==> src/rtl/nibble_serial_adder.sv <==
// Multi-cycle W-bit adder: streams operands one nibble per cycle, LSB first, through a
// single 4-bit ripple adder and presents the assembled sum behind a valid/ready handshake.

module fulladd4b (
  input  logic [3:0] a,
  input  logic [3:0] b,
  input  logic       c_in,
  output logic [3:0] sum,
  output logic       c_out
);

  logic [4:0] chain;

  always_comb begin
    chain[0] = c_in;
    sum      = '0;
    for (int i = 0; i < 4; i++) begin
      sum[i]       = a[i] ^ b[i] ^ chain[i];
      chain[i + 1] = (a[i] & b[i]) | (chain[i] & (a[i] ^ b[i]));
    end
    c_out = chain[4];
  end

endmodule

module nibble_serial_adder #(
  parameter int NIBBLES = 4
) (
  input  logic                   clk,
  input  logic                   reset,
  input  logic                   in_valid,
  output logic                   in_ready,
  input  logic [4*NIBBLES-1:0]   a,
  input  logic [4*NIBBLES-1:0]   b,
  input  logic                   c_in,
  output logic                   out_valid,
  input  logic                   out_ready,
  output logic [4*NIBBLES-1:0]   sum,
  output logic                   c_out
);

  localparam int W  = 4 * NIBBLES;
  localparam int CW = (NIBBLES > 1) ? $clog2(NIBBLES) : 1;
  localparam logic [CW-1:0] LAST = CW'(NIBBLES - 1);

  typedef enum logic [1:0] {IDLE, ADD, DONE} state_t;

  state_t          state;
  logic [W-1:0]    a_sr;
  logic [W-1:0]    b_sr;
  logic [W-1:0]    res;
  logic            carry;
  logic [CW-1:0]   cnt;

  logic [3:0]      nib_sum;
  logic            nib_cout;
  logic [W-1:0]    a_shr;
  logic [W-1:0]    b_shr;
  logic [W-1:0]    res_next;

  fulladd4b u_add (
    .a     (a_sr[3:0]),
    .b     (b_sr[3:0]),
    .c_in  (carry),
    .sum   (nib_sum),
    .c_out (nib_cout)
  );

  // A single nibble has nothing above it to shift in, so that case is special-cased.
  generate
    if (NIBBLES == 1) begin : g_single
      assign a_shr    = '0;
      assign b_shr    = '0;
      assign res_next = nib_sum;
    end else begin : g_multi
      assign a_shr    = {4'b0000, a_sr[W-1:4]};
      assign b_shr    = {4'b0000, b_sr[W-1:4]};
      assign res_next = {nib_sum, res[W-1:4]};
    end
  endgenerate

  always_ff @(posedge clk or posedge reset) begin
    if (reset) begin
      state <= IDLE;
      a_sr  <= '0;
      b_sr  <= '0;
      res   <= '0;
      carry <= 1'b0;
      cnt   <= '0;
    end else begin
      case (state)
        IDLE: begin
          if (in_valid) begin
            a_sr  <= a;
            b_sr  <= b;
            carry <= c_in;
            cnt   <= '0;
            state <= ADD;
          end
        end
        ADD: begin
          res   <= res_next;
          a_sr  <= a_shr;
          b_sr  <= b_shr;
          carry <= nib_cout;
          cnt   <= cnt + CW'(1);
          if (cnt == LAST) state <= DONE;
        end
        DONE: begin
          if (out_ready) state <= IDLE;
        end
        default: state <= IDLE;
      endcase
    end
  end

  assign in_ready  = (state == IDLE);
  assign out_valid = (state == DONE);
  assign sum       = res;
  assign c_out     = carry;

endmodule
==> config.mk <==
export PLATFORM = sky130hd
export DESIGN_NAME = nibble_serial_adder
export DESIGN_NICKNAME = d
export VERILOG_FILES = /design/src/rtl/nibble_serial_adder.sv
export SDC_FILE = /design/constraint.sdc
export NUM_CORES = 1
export LEC_CHECK = 0
export BUFFER_PORTS_ARGS = -buffer_cell sky130_fd_sc_hd__buf_2
export CAP_MARGIN = 15
export CORE_MARGIN = 5
export CORE_UTILIZATION = 53
export CTS_BUF_LIST = sky130_fd_sc_hd__clkbuf_16
export DETAILED_ROUTE_END_ITERATION = 10
export GPL_ROUTABILITY_DRIVEN = 1
export PLACE_DENSITY = 0.78
export RECOVER_POWER = 100
export SLEW_MARGIN = 20
export SYNTH_ARGS = -nofsm -noshare
export SYNTH_HDL_FRONTEND = slang
export SYNTH_SLANG_ARGS = --single-unit
==> constraint.sdc <==
create_clock -name clk -period 2.95 [get_ports clk]
set_clock_uncertainty 0.05 [all_clocks]
set_input_delay 0.59 -clock clk [delete_from_list [all_inputs] [get_ports clk]]
set_output_delay 0.59 -clock clk [all_outputs]
set_load 0.01 [all_outputs]
# Word-level counts from Yosys, hierarchy flattened
# Index checks and enable logic that the tools add are counted.
# word_totals
reg_bits	53
latchBits	0
ramBits	0
rom_bits	0
input_bits	37
wordCells	49
memories	0
# op_classes
add_sub_neg	1
multipliers	0
n_div	0
order_cmp	0
eq_ne	6
n_shift	0
muxes	12
bitwise_logic	20
n_reduce_logical	4
# ops
op	count
$pmux 16 s2	2
$mux 16	2
$and 1x1->1	8
$mux 2	4
$xor 1x1->1	8
$pmux 2 s3	1
$eq 2x2->1 const B	2
$ne 2x2->1 const B	2
$or 1x1->1	4
$pmux 2 s2	1
$reduce_and 3->1	1
$add 2x1->2 const B	1
$eq 2x1->1 const B	1
$logic_not 2->1	1
$ne 2x1->1 const B	1
$pmux 1 s2	1
$reduce_and 2->1	1
$reduce_bool 2->1	1
$mux 1	1

# Longest topological paths before layout
# depth
depth_word	10
ltp_mapped	9
mapped_depth_nobuf	9

# By module
# A second synthesis with hierarchy kept.
# unflattened
cells_unflattened	238
area_unflattened_um2	2537.4
# by_module_without_submodules
module	n_inst	cells_per_inst	area_per_inst_um2
nibble_serial_adder	1	224	2419.8
fulladd4b	1	14	117.6

# Worst setup path after synthesis
# Ideal clock, no wire load.
# synth_path
kind	register -> register
start	register carry, in the netlist c_out
end	register res[15], in the netlist sum[15]
setup_time_ps	83
t_arrival_ps	2042
setup_slack_ps	775
stages_incl_launch_ff	9
path_buffers	0
synth_period_minus_slack_ps	2175
path_cell_list	dfrtp_1 -> fa_1 -> inv_1 -> fa_1 -> inv_1 -> fa_1 -> inv_1 -> fa_1 -> o21ai_0
# synth_via
elab_chain_cells	7
# synth_rtl
item	line_no	text
start, declared	52	logic carry;
start signal, assigned	96	carry <= c_in;
start signal, assigned	105	carry <= nib_cout;
$and 1x1->1	19	chain[i + 1] = (a[i] & b[i]) | (chain[i] & (a[i] ^ b[i]));
$or 1x1->1	19	
$and 1x1->1	19	
$or 1x1->1	19	
$and 1x1->1	19	
$or 1x1->1	19	
$xor 1x1->1	18	sum[i] = a[i] ^ b[i] ^ chain[i];
end signal, assigned	102	res <= res_next;
end, declared	51	logic [W-1:0] res;
# Every way passes these cells.
# A chain may end at the register's enable or synchronous reset.

# Final worst setup path
# layout_path
start	register state[1]
end	output in_ready
# layout_via
elab_chain_cells	1
# layout_rtl
item	line_no	text
start, declared	48	state_t state;
start signal, assigned	84	state <= IDLE;
start signal, assigned	98	state <= ADD;
start signal, assigned	107	if (cnt == LAST) state <= DONE;
$logic_not 2->1	117	assign in_ready = (state == IDLE);
end, declared	32	output logic in_ready,
# Every way passes these cells.

==> results.toml <==
[clocking]
ctsRootBufferMaster = "clkbuf_16"
cts.hold.buffers_added = 0
htree_levels = 2
numCtsBuffers = 5
cts_setup_buffers = 0
cts_resized = 0
cts_tree = "yes"
cts_buffer_depth = 2
clkLatencyLatePin_ns = 0.29
cts.sinks = 53
clk_pin_slew_ns = 0.06

[pwr]
comb_power_share_pct = 39.9
peakVddDrop_uv = 550
seq_power_share_pct = 40.3
net-switching-power_w = 0.00130
intPower_w = 0.00200
p_per_area_nw_per_um2 = 1160
power_switching_share_pct = 39.5
power.leakage_nw = 1.35
p_clk_share_pct = 19.8

[setup_path]
crit_arrival_ns = 1.75
end_kind = "output port"
cp_slowest_cell = "nor2_1"
setup.worst_path.class = "reg2out"
path_max_fanout = 18
critPathLaunchType = "register"
slowest_delay_ns = 0.62
crit_chain = "nor2_1 -> buf_2"
required_ns = 2.31

[sta]
tightest_slew_ns = 1.22
fin_setup_tns_ns = 0
max_freq_mhz = 418
period_minus_slack_ns = 2.39
worst_slack_ns = 0.559
finalCritPeriodShare_pct = 81.0
setup_viol = 0
slew_viol_final = 0
rsz0062_at_grt = "no"
finalHoldViolCount = 0
slew_headroom_pct = 18.3

[floorplanning]
start_util_pct = 53.7
die_w_um = 78.5
die_h_um = 78.5
die-area_um2 = 6160
coreArea_um2 = 4630
std_cell_rows = 25
ios = 56

[grt]
grt_pass1_wl_um = 9330
grt_overflow_total = 0
grt_pass1_vias = 2061
grtUsageTotal_pct = 19.2
antenna_found_initial = 0
grt_max_degree = 32

[job]
drv_cap = 0

[run_status]
status = "complete, no violations"

[detailed_routing]
viasPerCell = 5.58
drt_iter0_drc = 88
avgRoutedWirePerCell_um = 15.5
finalWirelength_um = 5430
vias = 1953
ant_nets = 0
drtPass1Iterations = 4
drc = 0

[logic_synthesis]
synth_top_area_share_pct = 53.3
synth_cell_type_count = 31
synth.largest_area_cell = "dfrtp_1"
syn_avg_cell_area_um2 = 10.1
netlist_area_um2 = 2490
syn_inst = 245
seq_area_frac_synth_pct = 53.3
synth_fp_nets = 287
synth_warnings = 0
ys_ff_latch = 53
synth_area_leaders = "dfrtp_1 (53%), nand2_1 (7.2%), o22ai_1 (4.3%)"

[worst_hold_path]
hp-class = "in2async"

[layout]
multi_input_area_um2 = 943
register_area_um2 = 1330
fillers = 420
areaGrowthSynthToFinish_pct = 14.7
final_util_pct = 61.6
layout_common_cells = "dfrtp_1 (53), nand2_1 (48), buf_2 (37), clkbuf_1 (23), inv_1 (19)"
n_antenna_cell = 0
fin_nets = 337
layout-drive-gt1-share_pct = 15.9
layout_commonest_cell = "dfrtp_1"
final_cells = 350

[placement]
gp_congestion = 0.777
placed_cells = 342
port-buffer-count = 55
post-place-ws_ns = 0.676
hpwlAfterDp_um = 3880
## Yosys cell counts
| cell type | instances |
|---|---|
| fa_1 | 4 |
| a21oi_1 | 18 |
| inv_2 | 1 |
| o221a_1 | 1 |
| nand2b_1 | 2 |
| dfrtp_1 | 53 |
| inv_1 | 18 |
| and2_1 | 1 |
| buf_6 | 1 |
| nor2_1 | 4 |
| clkbuf_1 | 2 |
| o21ai_0 | 6 |
| o22ai_1 | 17 |
| nor3b_1 | 9 |
| buf_4 | 5 |
| o21ai_1 | 1 |
| a221oi_1 | 3 |
| nor2_4 | 2 |
| ha_1 | 1 |
| a22o_1 | 7 |
| buf_2 | 10 |
| nand2_1 | 48 |
| o22a_1 | 9 |
| a21boi_1 | 1 |
| o31ai_1 | 1 |
| o21bai_4 | 1 |
| nand3b_1 | 1 |
| a221oi_2 | 3 |
| nor3_1 | 5 |
| nor2b_1 | 9 |
| a2bb2oi_1 | 1 |
## state kept, by name (all words and copies together), names as in the netlist
register / count
state: 2
b_sr: 16
c_out: 1
a_sr: 16
cnt: 2
sum: 16
## kinds of logic after synthesis
logic type / synth area share, %
compound gates: 20.0
fa+ha+maj: 3.72
buf+inv: 7.15
flops: 53.3
simple gates: 15.8
## critical path, delay by kind of cell, from the launching register on
family	cells	cell delay [ns]
buffers and inverters	1	0.25
DFF	1	0.59
and+or+nand+nor	1	0.62
## final timing paths
path                       startpoint       end  slack (ns)  depth (start not counted)
setup / recovery             state[1]  in_ready        0.56                          2
min in group clk               sum[1]    sum[1]        0.43                          2
max in group asynchronous       reset   b_sr[7]        1.05                          3
setup reg to reg             state[0]    sum[5]        0.63                          5
hold / removal                  reset    sum[7]        0.39                          2
hold reg to reg                sum[1]    sum[1]        0.43                          2
## layer usage
metal | routed length (µm) | vias up | track usage (%)
met5 | 0 | - | 0
met3 | 260 | 9 | 4.59
li1 | - | 939 | -
met4 | 95 | 0 | 6.64
met2 | 2620 | 50 | 32.6
met1 | 2460 | 955 | 24.1
## power by group through the flow
stage	clock (W)	combinational (W)	sequential (W)
after floorplan	0	0.00109	0.00131
final	0.000656	0.00132	0.00133
after detailed placement	0	0.00143	0.00135
after global placement	0	0.00137	0.00133
after CTS	0.000667	0.00143	0.00134
after global routing	0.000695	0.00152	0.00138
## final cells by class
cell class | count | area share, %
tap | 54 | 2.37
timing repair buffer | 61 | 9.69
sequential | 53 | 46.5
clock buffer | 5 | 4.39
clock inverter | 3 | 1.49
inverter | 19 | 2.50
multi-input combinational | 155 | 33.1
## per-stage QoR
step	cell area, µm²	hold slack [ns]	power, W
6_report	2850	0.392	0.00330
5_1_grt	2850	0.450	0.00359
4_1_cts	2940	0.266	0.00344
3_5_place_dp	2770	0.408	0.00278
3_3_place_gp	2770	0.404	0.00270
2_1_floorplan	2490	0.404	0.00240
No activity file was read; power rests on OpenSTA's default activity.
